--- config.mk ---
export PLATFORM = sky130hd
export DESIGN_NAME = jzjpcc_writeback_stage
export DESIGN_NICKNAME = d
export VERILOG_FILES = /design/src/rtl/jzjpcc_writeback_stage.sv
export SDC_FILE = /design/constraint.sdc
export NUM_CORES = 1
export LEC_CHECK = 0
export ABC_CLOCK_PERIOD_IN_PS = 2820
export BUFFER_PORTS_ARGS = -buffer_cell sky130_fd_sc_hd__buf_2
export CORE_UTILIZATION = 40
export DETAILED_ROUTE_END_ITERATION = 12
export GPL_TIMING_DRIVEN = 0
export HOLD_SLACK_MARGIN = 0.06
export PLACE_DENSITY_LB_ADDON = 0.08
export SYNTH_ARGS = -nofsm -noshare
export SYNTH_HDL_FRONTEND = slang
export SYNTH_SLANG_ARGS = --single-unit
--- constraint.sdc ---
create_clock -name clock -period 2.82 [get_ports clock]
set_clock_uncertainty 0.2 [all_clocks]
set_input_delay 0.282 -clock clock [delete_from_list [all_inputs] [get_ports clock]]
set_output_delay 0.282 -clock clock [all_outputs]
set_load 0.02 [all_outputs]
--- src/rtl/jzjpcc_writeback_stage.sv ---
`default_nettype none
// +------------------------------------------------------------------------+
// | jzjpcc_writeback_stage: MEM/WB register, load formatter, retire count  |
// | Revision: 1.0                                                          |
// +------------------------------------------------------------------------+
module jzjpcc_writeback_stage #(
    parameter int XLEN       = 32,
    parameter int REG_ADDR_W = 5
) (
    input  logic                  clock,
    input  logic                  not_reset,
    input  logic                  stall,
    input  logic                  flush,
    input  logic                  mem_valid,
    input  logic [REG_ADDR_W-1:0] mem_rd_addr,
    input  logic                  mem_rd_write_en,
    input  logic [1:0]            mem_wb_sel,
    input  logic [XLEN-1:0]       mem_alu_result,
    input  logic [XLEN-1:0]       mem_pc_plus4,
    input  logic [2:0]            mem_funct3,
    input  logic [XLEN-1:0]       mem_load_data,
    output logic [REG_ADDR_W-1:0] rd_addr,
    output logic [XLEN-1:0]       rd,
    output logic                  rd_write_en,
    output logic                  wb_valid,
    output logic [31:0]           retire_count
);

    localparam logic [2:0] c_LB  = 3'b000;
    localparam logic [2:0] c_LH  = 3'b001;
    localparam logic [2:0] c_LBU = 3'b100;
    localparam logic [2:0] c_LHU = 3'b101;

    localparam logic [1:0] c_SEL_LOAD = 2'b01;
    localparam logic [1:0] c_SEL_LINK = 2'b10;

    logic [7:0]            w_byte;
    logic [15:0]           w_half;
    logic [XLEN-1:0]       w_load_fmt;
    logic [XLEN-1:0]       w_wb_data;
    logic                  w_capture;

    logic                  r_valid;
    logic [REG_ADDR_W-1:0] r_rd_addr;
    logic [XLEN-1:0]       r_rd;
    logic                  r_write_flag;
    logic [31:0]           r_retire_count;

    always_comb begin
        case (mem_alu_result[1:0])
            2'd1:    w_byte = mem_load_data[15:8];
            2'd2:    w_byte = mem_load_data[23:16];
            2'd3:    w_byte = mem_load_data[31:24];
            default: w_byte = mem_load_data[7:0];
        endcase

        w_half = mem_alu_result[1] ? mem_load_data[31:16] : mem_load_data[15:0];

        // Unknown funct3 codes fall back to a full-word load.
        case (mem_funct3)
            c_LB:    w_load_fmt = {{(XLEN-8){w_byte[7]}}, w_byte};
            c_LBU:   w_load_fmt = {{(XLEN-8){1'b0}}, w_byte};
            c_LH:    w_load_fmt = {{(XLEN-16){w_half[15]}}, w_half};
            c_LHU:   w_load_fmt = {{(XLEN-16){1'b0}}, w_half};
            default: w_load_fmt = mem_load_data;
        endcase

        case (mem_wb_sel)
            c_SEL_LOAD: w_wb_data = w_load_fmt;
            c_SEL_LINK: w_wb_data = mem_pc_plus4;
            default:    w_wb_data = mem_alu_result;
        endcase
    end

    assign w_capture = !flush && !stall;

    always_ff @(posedge clock or negedge not_reset) begin
        if (!not_reset) begin
            r_valid        <= 1'b0;
            r_rd_addr      <= '0;
            r_rd           <= '0;
            r_write_flag   <= 1'b0;
            r_retire_count <= 32'd0;
        end else begin
            // Flush only kills the valid/write flags; address and data are don't-care when invalid.
            if (flush) begin
                r_valid      <= 1'b0;
                r_write_flag <= 1'b0;
            end else if (!stall) begin
                r_valid      <= mem_valid;
                r_rd_addr    <= mem_rd_addr;
                r_rd         <= w_wb_data;
                r_write_flag <= mem_rd_write_en;
            end

            if (w_capture && mem_valid) begin
                r_retire_count <= r_retire_count + 32'd1;
            end
        end
    end

    // Gating on x0 here keeps the zero register immune to writes.
    assign rd_write_en  = r_valid && r_write_flag && (r_rd_addr != '0);
    assign rd_addr      = r_rd_addr;
    assign rd           = r_rd;
    assign wb_valid     = r_valid;
    assign retire_count = r_retire_count;

endmodule
`default_nettype wire

==> impl_metrics.yaml <==
die:
  die_h_um: 104
  rows: 36
  ios: 183
  die_width_um: 104
  core_area_sq_um: 9910
  die_area_sq_um: 10800
  start_util_pct: 42.0
layout:
  drive_above_1_share_pct: 33.5
  final_core_util_pct: 57.8
  final_cell_mix: "183 x buf_2, 71 x dfrtp_1, 56 x nand2_1, 34 x a21oi_1, 31 x o21ai_0"
  antenna_cells: 0
  layout_commonest_cell: "buf_2"
  fillers: 980
  final_net_count: 790
  syn2layout_area_growth_pct: 37.7
setup_path:
  crit_top_cell: "dlygate4sd3_1"
  critical-path-max-stage-delay_ns: 0.55
  r2r-end: "retire_count[30]$_DFFE_PN0P_"
  worst_setup_path_end_kind: "register"
  start_kind: "primary input"
  reg2regPathDepth: 6
  r2r_slack_ns: 0.42
  worst_path_max_delay_cell: "dlygate4sd3_1"
  required_ns: 2.90
  worstPathCellList: "dlygate4sd3_1 -> buf_2 -> or2_0 -> clkbuf_2 -> clkbuf_1 -> nand2_1 -> o21ai_0 -> dlygate4sd3_1"
  reg2reg_from: "retire_count[0]$_DFFE_PN0P_"
  critical_path.top_delay_family: "buffers and inverters"
  critPathArrivalTime_ns: 2.72
  path_max_fanout: 10
  crit_type: "primary input to register"
  path_buf_inv: 5
placed_design:
  place.gp.congestion: 0.924
  dp_hpwl_um: 10600
  port_buffers: 181
route:
  wl_per_cell_um: 17.6
  drc: 0
  num_vias: 4556
  drt_iter0_drc: 380
  ant_nets: 0
  dr.pass1.iters: 5
  via_per_inst: 5.60
  routed_wl_um: 14300
power:
  pwr-share-comb_pct: 29.0
  netSwitchingFraction_pct: 34.8
  power_density_nw_per_um2: 514
  netSwitchingPower_mw: 1.02
  irDropWorstVdd_v: 0.000221
  power_frac_clock_pct: 28.4
  seq_power_share_pct: 42.6
  p_int_mw: 1.92
  p_leak_nw: 2.85
logic_synthesis:
  synth_area_sq_um: 4160
  synth_cell_types: 47
  synth_top_area_share_pct: 42.7
  ys_seq_area_share_pct: 42.7
  synth.largest_area_cell: "dfrtp_1"
  synth_edf_count: 0
  synthTopCellsByArea: "dfrtp_1 43%, nand2_1 5.1%, xor2_1 4.2%"
  syn_inst: 456
  synthFlopType: "dfrtp_1"
  synth_nets: 571
  synth-seq-cells: 71
  synthArstFlopShare_pct: 100
  synth.avg_cell_area_sq_um: 9.12
  ys_warn_count: 0
flow_run:
  maxCapViolations: 0
min_path:
  min_path_type: "primary input to register"
  hold_start: "mem_pc_plus4[3]"
  holdPathStages: 3
  min_to: "rd[3]$_DFFE_PN0P_"
cts:
  cts_setup_buffers: 0
  cts.path.max_buffers: 2
  cts_root_buf: "clkbuf_8"
  cts_tree: "done"
  cts_sinks: 71
  clkLatencyLatePin_ns: 0.34
  cts_made_buffers: 9
  path_clk_slew_ns: 0.08
  h-tree-depth: 3
sta:
  slew_viol_final: 0
  rsz0062_at_grt: "false"
  setup_violations: 0
  fmax_mhz: 379
  final_hold_viol_count: 0
  finalCritPeriodShare_pct: 93.5
  max_slew.worst_pin.slew_ns: 0.809
  period_minus_slack_ns: 2.64
  tns_ns: 0
  slew-limit-headroom_pct: 45.8
grt:
  grt_pass1_wl_um: 22300
  overflow: 0
  grt_usage_pct: 26.2
  antenna_found_initial: 0
  grt_pass1_vias: 4440
  grt_max_degree: 49
status:
  outcome: "completed"
==> registers in the layout, summed over array words and instances, names as in the netlist <==
register / flops
wb_valid: 1
retire_count: 32
r_write_flag: 1
rd: 32
rd_addr: 5
==> logic make-up after synthesis <==
kind of cell / after synthesis / synth area share, %
adder cells (fa/ha/maj): 3 / 0.903
multiplexers: 11 / 3.16
AND/OR/NAND/NOR: 155 / 20.1
flip-flops: 71 / 42.7
AO/OA/AOI/OAI: 134 / 21.5
XOR/XNOR: 31 / 6.53
buffers and inverters: 51 / 5.06
==> routing by layer <==
metal | wire, um | part of all wire [%] | track usage (%) | vias to the layer above
li1 | - | - | - | 2124
met1 | 5930 | 41 | 32.9 | 2151
met2 | 6750 | 47 | 44.0 | 251
met3 | 1170 | 8.2 | 5.45 | 30
met4 | 439 | 3.1 | 9.90 | 0
met5 | 0 | 0 | 0 | -
==> synthesized netlist by cell type, types with 3 or more instances <==
cell type,n
nor3b_1,6
o221a_2,6
or3_1,11
mux2i_1,3
o21ai_0,31
nor2_1,17
o22ai_1,23
a221oi_1,6
ha_1,3
and3_1,18
a221o_1,7
nor3_2,5
buf_2,3
and4_1,4
dfrtp_1,71
nand4_1,7
xor2_1,20
xnor2_1,11
nand3_1,8
a21oi_1,34
o221ai_1,18
nand2_1,56
nor4_1,5
nor3_1,7
mux2_2,7
inv_1,15
nand2b_1,3
clkbuf_1,30
==> power groups by stage <==
| stage | Clock, mW | Combinational (mW) | Sequential [mW] |
|---|---|---|---|
| global placement | 0 | 0.796 | 1.27 |
| detailed placement | 0 | 0.813 | 1.27 |
| floorplan | 0 | 0.294 | 1.42 |
| finish | 0.837 | 0.852 | 1.25 |
| global route | 0.904 | 0.926 | 1.27 |
| CTS | 0.854 | 0.850 | 1.25 |
==> tightest hold or removal path, delay by kind of cell <==
family | cells | cell delay, ns
AO/OA/AOI/OAI | 2 | 0.21
buffers and inverters | 1 | 0.08
==> area by class of cell <==
class | count | area, sq um | area share (%)
Buffer | 35 | 153 | 2.67
Multi-Input combinational cell | 334 | 2170 | 38.0
Clock inverter | 5 | 57.6 | 1.01
Clock buffer | 11 | 141 | 2.47
Inverter | 16 | 60.1 | 1.05
Timing Repair Buffer | 208 | 1200 | 20.9
Tap cell | 133 | 166 | 2.91
Sequential cell | 71 | 1780 | 31.0
==> worst max-delay path by stage <==
stage / startpoint / end / slack, ns / depth (start not counted)
6_report: flush / rd[4]$_DFFE_PN0P_ / 0.18 / 8
5_1_grt: flush / rd[4]$_DFFE_PN0P_ / 0.03 / 8
4_1_cts: flush / rd[4]$_DFFE_PN0P_ / 0.07 / 8
3_5_place_dp: mem_wb_sel[0] / rd[1]$_DFFE_PN0P_ / 0.15 / 9
3_3_place_gp: mem_wb_sel[0] / rd[1]$_DFFE_PN0P_ / 0.17 / 9
2_1_floorplan: retire_count[0]$_DFFE_PN0P_ / retire_count[28]$_DFFE_PN0P_ / 0.52 / 6
==> what timing repair did <==
action,CTS,global route
endpoints found under the setup margin,0,2
hold buffers,26,0
hold endpoints to repair,92,0
resized for setup,0,5
==> stage by stage <==
stage | setup WS, ns | instances | cell area, sq um | total power [mW] | hold slack [ns]
6_report | 0.184 | 813 | 5720 | 2.94 | 0.0668
5_1_grt | 0.0321 | 813 | 5720 | 3.10 | 0.0669
4_1_cts | 0.0698 | 813 | 5720 | 2.96 | 0.0631
3_5_place_dp | 0.150 | 771 | 5260 | 2.09 | 0.0201
3_3_place_gp | 0.167 | 770 | 5230 | 2.06 | 0.251
2_1_floorplan | 0.520 | 456 | 4160 | 1.72 | -0.214
No activity file was read; power rests on OpenSTA's default activity.
